$ cat config.mk
export PLATFORM = sky130hd
export DESIGN_NAME = change_dispenser
export DESIGN_NICKNAME = d
export VERILOG_FILES = /design/src/rtl/vm_pkg.sv /design/src/rtl/amt_to_bcd.sv /design/src/rtl/change_dispenser.sv
export SDC_FILE = /design/constraint.sdc
export NUM_CORES = 1
export LEC_CHECK = 0
export CORE_MARGIN = 2
export CORE_UTILIZATION = 49
export CTS_BUF_LIST = sky130_fd_sc_hd__clkbuf_2 sky130_fd_sc_hd__clkbuf_4 sky130_fd_sc_hd__clkbuf_8
export DETAILED_ROUTE_END_ITERATION = 16
export PLACE_DENSITY = 0.8
export RECOVER_POWER = 25
export REMOVE_ABC_BUFFERS = 1
export SLEW_MARGIN = 20
export SYNTH_ARGS = -nofsm -noshare
export SYNTH_HDL_FRONTEND = slang
export SYNTH_SLANG_ARGS = --single-unit
$ cat constraint.sdc
create_clock -name clk -period 2.1 [get_ports clk]
set_clock_uncertainty 0.05 [all_clocks]
set_input_delay 0.21 -clock clk [delete_from_list [all_inputs] [get_ports clk]]
set_output_delay 0.21 -clock clk [all_outputs]
set_load 0.01 [all_outputs]
$ cat src/rtl/vm_pkg.sv
// Shared vending-machine definitions: dispenser state encoding, coin values, BCD cent constants.
// Latency: n/a (package only).
// Backpressure: n/a (package only).
package vm_pkg;

  // Default width of a change amount in nickel units (15 nickels = 75c).
  localparam int AMT_W_DEF = 4;

  // Coin values in nickel units.
  localparam int NICKEL = 1;
  localparam int DIME   = 2;

  // Cent/BCD constants shared with the controller's display path.
  localparam int         CENTS_PER_NICKEL = 5;
  localparam logic [3:0] BCD_UNITS_ZERO   = 4'd0;
  localparam logic [3:0] BCD_UNITS_FIVE   = 4'd5;
  localparam logic [7:0] BCD_ZERO_CENTS   = 8'h00;

  typedef enum logic [2:0] {
    ST_IDLE,
    ST_SELECT,
    ST_EJECT,
    ST_WAIT_ACK,
    ST_DONE,
    ST_FAULT
  } disp_state_t;

  typedef enum logic {
    COIN_NICKEL,
    COIN_DIME
  } coin_t;

endpackage

$ cat src/rtl/amt_to_bcd.sv
// Converts an amount in nickels to two-digit BCD cents for the seven-segment display.
// Latency: purely combinational.
// Backpressure: none.
// Ports: amt (nickels in), bcd (tens digit [7:4], units digit [3:0]).
module amt_to_bcd
  import vm_pkg::*;
#(
  parameter int AMT_W = AMT_W_DEF
) (
  input  logic [AMT_W-1:0] amt,
  output logic [7:0]       bcd
);

  // amt*5 cents: every pair of nickels is one ten, an odd nickel leaves 5 in
  // the units digit. No divider needed. Valid for totals up to 99c, which
  // covers the 4-bit amount range (max 75c).
  logic [AMT_W-1:0] tens;

  always_comb begin
    tens = amt >> 1;
    bcd  = {4'(tens), (amt[0] ? BCD_UNITS_FIVE : BCD_UNITS_ZERO)};
  end

endmodule

$ cat src/rtl/change_dispenser.sv
// Pays out a change amount one coin at a time (dimes first), confirming each coin by hopper ack.
// Latency: N coins take about N*(1+max(PULSE_CYCLES, ack_lag+1)) + 2 cycles from handshake to done.
// Backpressure: chg_ready only in IDLE; a request offered while busy is dropped, not queued.
// Ports: clk/clr_n (async active-low reset); chg_valid/chg_amt/chg_ready request handshake;
//        dime_empty/nickel_empty/hopper_ack from the hoppers; fault_clr leaves FAULT;
//        eject_dime/eject_nickel pulses; busy/done/fault status; remaining (nickels) and disp_bcd (cents).
module change_dispenser
  import vm_pkg::*;
#(
  parameter int AMT_W        = AMT_W_DEF,
  parameter int PULSE_CYCLES = 4,
  parameter int ACK_TIMEOUT  = 1000
) (
  input  logic             clk,
  input  logic             clr_n,
  input  logic             chg_valid,
  input  logic [AMT_W-1:0] chg_amt,
  output logic             chg_ready,
  input  logic             dime_empty,
  input  logic             nickel_empty,
  input  logic             hopper_ack,
  input  logic             fault_clr,
  output logic             eject_dime,
  output logic             eject_nickel,
  output logic             busy,
  output logic             done,
  output logic             fault,
  output logic [AMT_W-1:0] remaining,
  output logic [7:0]       disp_bcd
);

  localparam int PW = $clog2(PULSE_CYCLES + 1);
  localparam int TW = $clog2(ACK_TIMEOUT + 1);

  disp_state_t      state, state_n;
  coin_t            coin, coin_n;
  logic [AMT_W-1:0] rem_n;
  logic [PW-1:0]    pcnt, pcnt_n;
  logic [TW-1:0]    tmr, tmr_n;
  logic             ack_lat, ack_n;
  logic             dec_en;
  logic [AMT_W-1:0] coin_val;

  assign coin_val = (coin == COIN_DIME) ? AMT_W'(DIME) : AMT_W'(NICKEL);

  always_ff @(posedge clk or negedge clr_n) begin
    if (!clr_n) begin
      state        <= ST_IDLE;
      coin         <= COIN_NICKEL;
      remaining    <= '0;
      pcnt         <= '0;
      tmr          <= '0;
      ack_lat      <= 1'b0;
      eject_dime   <= 1'b0;
      eject_nickel <= 1'b0;
    end else begin
      state        <= state_n;
      coin         <= coin_n;
      remaining    <= rem_n;
      pcnt         <= pcnt_n;
      tmr          <= tmr_n;
      ack_lat      <= ack_n;
      // Eject lines are registered from the next state so they are high for
      // exactly the cycles spent in EJECT and glitch-free at the hopper.
      eject_dime   <= (state_n == ST_EJECT) && (coin_n == COIN_DIME);
      eject_nickel <= (state_n == ST_EJECT) && (coin_n == COIN_NICKEL);
    end
  end

  always_comb begin
    state_n = state;
    coin_n  = coin;
    rem_n   = remaining;
    pcnt_n  = pcnt;
    tmr_n   = tmr;
    ack_n   = ack_lat;
    dec_en  = 1'b0;

    unique case (state)
      ST_IDLE: begin
        if (chg_valid) begin
          rem_n   = chg_amt;
          state_n = ST_SELECT;
        end
      end

      // Hopper-empty flags are looked at only here; a flag that changes
      // while a coin is being ejected does not abort that coin.
      ST_SELECT: begin
        pcnt_n = '0;
        ack_n  = 1'b0;
        if (remaining == '0) begin
          state_n = ST_DONE;
        end else if ((remaining >= AMT_W'(DIME)) && !dime_empty) begin
          coin_n  = COIN_DIME;
          state_n = ST_EJECT;
        end else if (!nickel_empty) begin
          coin_n  = COIN_NICKEL;
          state_n = ST_EJECT;
        end else begin
          state_n = ST_FAULT;
        end
      end

      ST_EJECT: begin
        if (hopper_ack) begin
          ack_n = 1'b1;
        end
        if (pcnt == PW'(PULSE_CYCLES - 1)) begin
          // An ack arriving on the pulse's last cycle counts as seen during the pulse.
          if (ack_lat || hopper_ack) begin
            dec_en  = 1'b1;
            ack_n   = 1'b0;
            state_n = ST_SELECT;
          end else begin
            tmr_n   = '0;
            state_n = ST_WAIT_ACK;
          end
        end else begin
          pcnt_n = pcnt + PW'(1);
        end
      end

      ST_WAIT_ACK: begin
        if (hopper_ack) begin
          dec_en  = 1'b1;
          state_n = ST_SELECT;
        end else if (tmr == TW'(ACK_TIMEOUT - 1)) begin
          // Coin not confirmed: leave remaining untouched so the display
          // shows what is still owed.
          state_n = ST_FAULT;
        end else begin
          tmr_n = tmr + TW'(1);
        end
      end

      ST_DONE: begin
        state_n = ST_IDLE;
      end

      ST_FAULT: begin
        if (fault_clr) begin
          rem_n   = '0;
          state_n = ST_IDLE;
        end
      end

      default: begin
        state_n = ST_IDLE;
      end
    endcase

    if (dec_en) begin
      rem_n = remaining - coin_val;
    end
  end

  // SELECT never picks a coin larger than what is owed, so the decrement
  // can never wrap.
  no_underflow: assert property (@(posedge clk) disable iff (!clr_n)
    dec_en |-> (remaining >= coin_val));

  assign chg_ready = (state == ST_IDLE);
  assign busy      = (state != ST_IDLE);
  assign done      = (state == ST_DONE);
  assign fault     = (state == ST_FAULT);

  amt_to_bcd #(
    .AMT_W(AMT_W)
  ) u_bcd (
    .amt(remaining),
    .bcd(disp_bcd)
  );

endmodule
Word level (Yosys, flattened, before mapping) --
Cells that the tools add are included. W data, S select, Z words.
Storage, ports and cells: output and inout bits 18, bits in read-only memories 0, memory bits (writable) 0, input port bits 11, register bits 24, bits in latches 0, memories 0
Operators by class: $lt $le $gt $ge 1, multipliers 0, multiplexer cells 35, equal/unequal tests 15, $add $sub $neg 3, shift operators 0, reductions and logical operators 14, div/mod/pow operators 0, bitwise logic cells 1
Operator list (count):
- $mux W10 | 4
- $mux W3 | 10
- $pmux W10 S2 | 1
- $pmux W3 S5 | 1
- $eq A3 B2 Y1 const B | 4
- $mux W4 | 3
- $add A10 B1 Y10 const B | 1
- $eq A10 B10 Y1 const B | 1
- $mux W1 | 10
- $ne A2 B2 Y1 const B | 5
- $pmux W4 S2 | 1
- $eq A3 B3 Y1 const B | 2
- $ne A3 B2 Y1 const B | 2
- $pmux W3 S2 | 1
- $reduce_bool A3 Y1 | 2
- $reduce_and A5 Y1 | 1
- $ge A4 B2 Y1 const B | 1
- $logic_not A4 Y1 | 1
- $mux W2 | 2
- $pmux W1 S2 | 2
- $reduce_bool A2 Y1 | 2
- $sub A4 B2 Y4 | 1
- $add A3 B1 Y3 const B | 1
- $eq A3 B1 Y1 const B | 1
- other kinds (7) | 9

Logic depth before layout (Yosys ltp) --
depth in word-level cells 7, mapped depth 7, mapped depth without buffers 6

Hierarchy --
Synthesis repeated with hierarchy kept, for this count alone.
Unflattened totals: cell total of the unflattened synthesis 174, area total of the unflattened synthesis 1614.0 um^2
Modules (own cells, without submodules):
- change_dispenser | cells an instance 165, times used 1, sequential area each 600.6 um^2, area each 1550.2 um^2
- amt_to_bcd | cells an instance 9, times used 1, sequential area each 0.0 um^2, area each 63.8 um^2

Worst setup path after synthesis --
No wires, ideal clock.
path type register to register, from register pcnt[0], to register tmr[9], arrival time 1.827 ns, data required time 1.972 ns, period minus slack after synthesis 1.954 ns, cell stages (with the launch flop) 8, buffers on the path 1, slack 0.146 ns, cell sequence dfrtp_1 -> ha_1 -> ha_1 -> buf_2 -> nor2b_1 -> o2111ai_2 -> or4_1 -> a21oi_1
Between the ends: longest elaborated chain between the ends 3
Ends and longest elaborated chain:
- from (decl) | RTL line change_dispenser.sv:38 | logic [PW-1:0] pcnt, pcnt_n;
- from (signal assigned) | RTL line change_dispenser.sv:60 | pcnt <= pcnt_n;
- $eq A3 B2 Y1 | RTL line change_dispenser.sv:109 | if (pcnt == PW'(PULSE_CYCLES - 1)) begin
- $ne A2 B2 Y1 (no line)
- $reduce_and A5 Y1 (no line)
- to (signal assigned) | RTL line change_dispenser.sv:61 | tmr <= tmr_n;
- to (decl) | RTL line change_dispenser.sv:39 | logic [TW-1:0] tmr, tmr_n;
No other way between the ends. A chain may end at the register's enable or synchronous reset.

Worst setup path after layout --
from register state[1], to output port chg_ready
Between the ends: longest elaborated chain between the ends 1
Ends and longest elaborated chain:
- from (decl) | RTL line change_dispenser.sv:35 | disp_state_t state, state_n;
- from (signal assigned) | RTL line change_dispenser.sv:57 | state <= state_n;
- $logic_not A3 Y1 | RTL line change_dispenser.sv:163 | assign chg_ready = (state == ST_IDLE);
- to (decl) | RTL line change_dispenser.sv:18 | output logic chg_ready,
No other way between the ends.

==> results.md <==
* Startpoint Class: register
* Initial antenna violation count at 0
* Synth Instances at 165
* Async SR Flop Fraction at 1.00
* RSZ-0062 raised after global routing: no
* Pre-Repair DR Iteration Count at 4
* Synth-to-layout area growth at 20.7%
* FILL cells at 272
* Largest net degree at the start of global routing at 25
* Hold crit path type: register to register
* Number of I/O pins at 29
* DIE HEIGHT at 60.7 µm
* CP arrival at 1.74 ns
* Max-Cap Viols at 0
* GPL Wtd Cong at 0.830
* Worst-margin pin slew at 1.32 ns
* Syn_area_per_cell at 9.54 µm²
* Critical path required time at 1.84 ns
* Final Hold Vio Count at 0
* Commonest cells after routing, fill and taps aside: clkdlybuf4s50_1 (24), dfrtp_1 (23), o21ai_0 (12)
* Setup CP Type: register to output port
* Crit path buffers/inverters at 1
* CTS clk-pin slew, worst paths at 0.13 ns
* Cell Area, Synth at 1570 µm²
* DRC Markers at 0
* Global-route wire length before repair at 5.68 mm
* CP Max Fanout at 12
* Root buf cell: clkbuf_4
* CTS tree: built
* Post-Route WL at 3.55 mm
* Pwr dens at 1180 nW/µm²
* Sw frac at 0.423
* Die area at 3680 µm²
* Port bufs at 25
* Rows at 20
* Storage element area at 602 µm²
* Leak pwr at 0.766 nW
* Final min period at 2.00 ns
* Clk_lat worst skew at 0.32 ns
* VDD IR max at 469 µV
* Internal power at 0.00129 W
* Nets at 208
* Core Area at 3050 µm²
* Critical path's largest stage delay at 0.58 ns
* Post-synth cell types at 54
* Seq/Total Area, Yosys at 0.382
* YS warnings at 0
* Commonest non-fill, non-tap cell in the layout: clkdlybuf4s50_1
* Initial DRC Count at 33
* Buffer count from post-CTS setup fixing at 0
* Max Root-Sink Buffers at 2
* Final Non-Filler Cells at 233
* Clock share of power at 0.092
* Kind of end point of the critical path: output port
* DP HPWL at 2.77 mm
* Sw Pwr at 0.000949 W
* Placed cell count at 230
* Diode count at 0
* Vias at 1386
* Top_reg_cell synth: dfrtp_1
* Final Cycle Share at 0.951
* Max Clk Rate at 501 MHz
* Crit path max-delay family: buffers and inverters
* H-Tree Depth at 1
* Post-route antenna net violation count at 0
* GRT Util Overall at 0.204
* Comb power frac at 0.536
* Vias in the first global route at 1263
* Yosys reg bits at 24
* Multi-input combinational cell area at 880 µm²
* Final setup TNS at 0 ns
* Slew margin rel. at 0.123
* Reg power frac at 0.372
* Initial core utilization at 0.516
* Total gr overflow at 0
* Final Max Slew Viols at 0
* Post-DR vias/cell at 5.95
* Critical Path, Cell by Cell: nor3_4 -> clkdlybuf4s50_1
* Fraction of layout cells with a size suffix above 1 at 0.148
* EDFF count, synth at 0
* Die X-Extent at 60.7 µm
* Routed len/inst at 15.2 µm
* Num CTS Buffers at 3
* Slowest stage cell on the critical path: clkdlybuf4s50_1
* Finish-stage setup viols at 0
* Status: finished, final reports clean
* CTS sink cnt at 24
* Post-layout util at 0.622
cell families (layout without fill, tap and decap cells):
kind of cell | Yosys count | count (layout) | share of synthesized area
other cells | 1 | 3 | 0.00238
compound gates | 50 | 50 | 0.225
mux | 3 | 3 | 0.0215
fa+ha+maj | 6 | 6 | 0.0525
flops | 24 | 24 | 0.382
buf+inv | 24 | 46 | 0.0851
simple gates | 57 | 57 | 0.232
state kept, by name, indices dropped and copies added (netlist names):
register,flops
remaining,4
state,3
tmr,10
eject_nickel,1
pcnt,3
coin,1
ack_lat,1
eject_dime,1
power groups by stage:
stage,Clock [W],Sequential (W),Combinational (W)
6_report,0.000205,0.000834,0.00120
5_1_grt,0.000224,0.000864,0.00134
4_1_cts,0.000208,0.000812,0.00119
3_5_place_dp,0,0.000817,0.00118
3_3_place_gp,0,0.000800,0.00112
2_1_floorplan,0,0.000828,0.000649
Yosys cell counts (all sizes together), types with 3 or more instances:
cell / instances / area (µm²)
or3: 5 / 33.8
a22o: 3 / 26.3
ha: 5 / 62.6
a21oi: 9 / 45.0
a211oi: 3 / 22.5
dfrtp: 24 / 601
buf: 13 / 92.6
nand2: 7 / 26.3
a311oi: 3 / 32.5
nor2b: 3 / 18.8
nor3: 7 / 35.0
o21ai: 13 / 65.1
o31ai: 3 / 22.5
nand4: 4 / 25.0
or4: 3 / 22.5
a21boi: 3 / 22.5
inv: 11 / 41.3
nor2: 7 / 26.3
mux2: 3 / 33.8
cell type report:
cell class / instances / share of cell area
Inverter: 11 / 0.0217
Clock buffer: 3 / 0.0119
Tap cell: 44 / 0.0290
Multi-Input combinational cell: 119 / 0.463
Sequential cell: 24 / 0.317
Timing Repair Buffer: 32 / 0.157
through the flow:
| stage | total power, W | instance area [µm²] | worst slack, ns | hold WS, ns |
|---|---|---|---|---|
| 4_1_cts | 0.00221 | 1880 | 0.0516 | 0.194 |
| 3_3_place_gp | 0.00192 | 1850 | 0.114 | 0.445 |
| 6_report | 0.00224 | 1900 | 0.104 | 0.483 |
| 5_1_grt | 0.00242 | 1900 | 0.00105 | 0.518 |
| 3_5_place_dp | 0.00200 | 1850 | -0.00629 | 0.458 |
| 2_1_floorplan | 0.00148 | 1490 | 0.148 | -0.136 |
what timing repair did:
action	in CTS	in global routing
resized for setup	2	6
pin swaps	0	0
hold buffers	0	0
gates cloned	0	0
endpoints found under the setup margin	4	8
final timing paths:
check / start / end / slack, ns / cells after the start
setup reg to reg: pcnt[0]$_DFFE_PN0P_ / tmr[7]$_DFFE_PN0P_ / 0.15 / 6
min in group asynchronous: clr_n / remaining[3]$_DFFE_PN0P_ / 0.64 / 2
setup / recovery: state[1]$_DFF_PN0_ / chg_ready / 0.10 / 2
hold reg to reg: pcnt[2]$_DFFE_PN0P_ / pcnt[2]$_DFFE_PN0P_ / 0.48 / 1
hold / removal: pcnt[2]$_DFFE_PN0P_ / pcnt[2]$_DFFE_PN0P_ / 0.48 / 1
max in group asynchronous: clr_n / state[2]$_DFF_PN0_ / 0.50 / 2
metal layers:
layer | track usage | share of wire | wire length (µm)
met5 | 0 | 0 | 0
met1 | 0.251 | 0.44 | 1560
met4 | 0.0714 | 0.011 | 39
met2 | 0.369 | 0.51 | 1830
met3 | 0.0213 | 0.036 | 128
(Power assumes the default switching activity.)
==> variant, RTL diff (config.mk and constraints unchanged) <==
The parameter `ACK_TIMEOUT` goes from 1000 to 250.
--- a/src/rtl/change_dispenser.sv
+++ b/src/rtl/change_dispenser.sv
@@ -10,5 +10,5 @@
   parameter int AMT_W        = AMT_W_DEF,
   parameter int PULSE_CYCLES = 4,
-  parameter int ACK_TIMEOUT  = 1000
+  parameter int ACK_TIMEOUT  = 250
 ) (
   input  logic             clk,
Function: same outputs for any inputs over 10 cycles, from zero or initial values; that may be too few to reach the edited logic, so the function may still have changed.
==> variant against the original RTL <==
Largest cell class unchanged; wire length decreased by 14%; power increased by 3.8%; worst setup slack improved by 0.026 ns; maximum frequency increased by 1.3%; area after synthesis decreased by 8.2%; non-clock buffer count decreased by 3; final area decreased by 7.6%; sequential cell count decreased by 2; count of clock-buffer cells in the layout unchanged; register-to-register slack improved by 0.04 ns; sequential power decreased by 2%.
==> variant: results <==
group,metric,value,unit
synth,synth_compound_area_share,23.46,%
cells_and_area,fill_cells,220,
worst_hold_path,min_path_cells,2,
setup_path,endpoint,"fault",
routing,wirelength,3.065,mm
routing,vias_per_cell,5.956,
synth,yosysUniqueCellTypes,46,
sta,slew_headroom,23.60,%
global_routing,grt_pass1_vias,1179,
place,place_congestion,0.8880,
place,place_ws,0.03242,ns
setup_path,worstPathArrival,1.71,ns
place,io_buffers,25,
global_routing,grt_pass1_wl,5.285,mm
synth,synth_seq_area_share,38.10,%
place,dpl_cell_area,1678,sq um
sta,worst_slack,0.1299,ns
cells_and_area,top_regs,"tmr x8, remaining x4",
setup_path,regToRegStartpoint,"pcnt[0]$_DFFE_PN0P_",
sta,hold_ws,0.4758,ns
synth,synth_xor_area_share,1.818,%
routing,firstDrtPassIters,4,
clocking,ctsResizeCount,1,
clocking,cts_setup_buffers,1,
setup_path,worstReg2RegEnd,"tmr[5]$_DFFE_PN0P_",
global_routing,grt_max_degree,23,
power_and_ir_drop,p_seq_share,35.0,%
setup_path,r2r_slack,0.19,ns
synth,synth_area_leaders,"dfrtp_1 38%, buf_4 5.7%, ha_1 5.2%",
cells_and_area,drive_above_1_share,13.87,%
synth,yosys-top-cells-count,"22 x dfrtp_1, 12 x inv_1, 11 x buf_4",
place,dpl.hpwl,2.318,mm
setup_path,worstPathMaxFanout,12,
power_and_ir_drop,p_int,1382,uW
outcome,run_status,"finished clean",
synth,synth_ff_type,"dfrtp_1",
clocking,cts-buffers-inserted,3,
synth,synth_fa_ha_area_share,6.580,%
setup_path,r2r_cells,6,
clocking,h-tree-depth,1,
power_and_ir_drop,p_sw,943.7,uW
global_routing,grt.total_usage,19.67,%
cells_and_area,nets,192,
power_and_ir_drop,ir_drop,0.8108,mV
synth,synth_mux_area_share,1.472,%
power_and_ir_drop,cellLeakagePower,0.0007220,uW
routing,first_iter_violations,19,
setup_path,critical-path-max-stage-delay,0.54,ns
setup_path,startpoint,"state[1]$_DFF_PN0_",
==> variant: cell count changes in the layout (fill, tap and decap cells not counted), sizes merged, moves of 3 or more <==
cell / change
or4: -3
xor2: +3
buf: -3
o31ai: -3
o21ai: -3
or3: -3
==> variant: routing by layer <==
layer	vias to the layer above	GRT usage, %	wire (um)	part of all wire, %
li1	592	-	-	-
met1	589	26.74	1394	45
met2	28	32.58	1522	50
met3	6	4.176	101	3.3
met4	0	3.987	47	1.5
met5	-	0	0	0
==> variant: final cells by class <==
| type | instances | area share, % |
|---|---|---|
| multi-input combinational | 106 | 44.86 |
| tap | 31 | 2.211 |
| sequential | 22 | 31.60 |
| timing repair buffer | 29 | 15.76 |
| clock inverter | 1 | 1.712 |
| inverter | 12 | 2.568 |
| clock buffer | 3 | 1.284 |
==> variant: per-stage QoR <==
stage	utilization, %	std cells
after floorplan	-	140
after global placement	60.32	199
after detailed placement	60.32	199
after CTS	62.53	204
after global routing	63.07	204
final	63.07	204
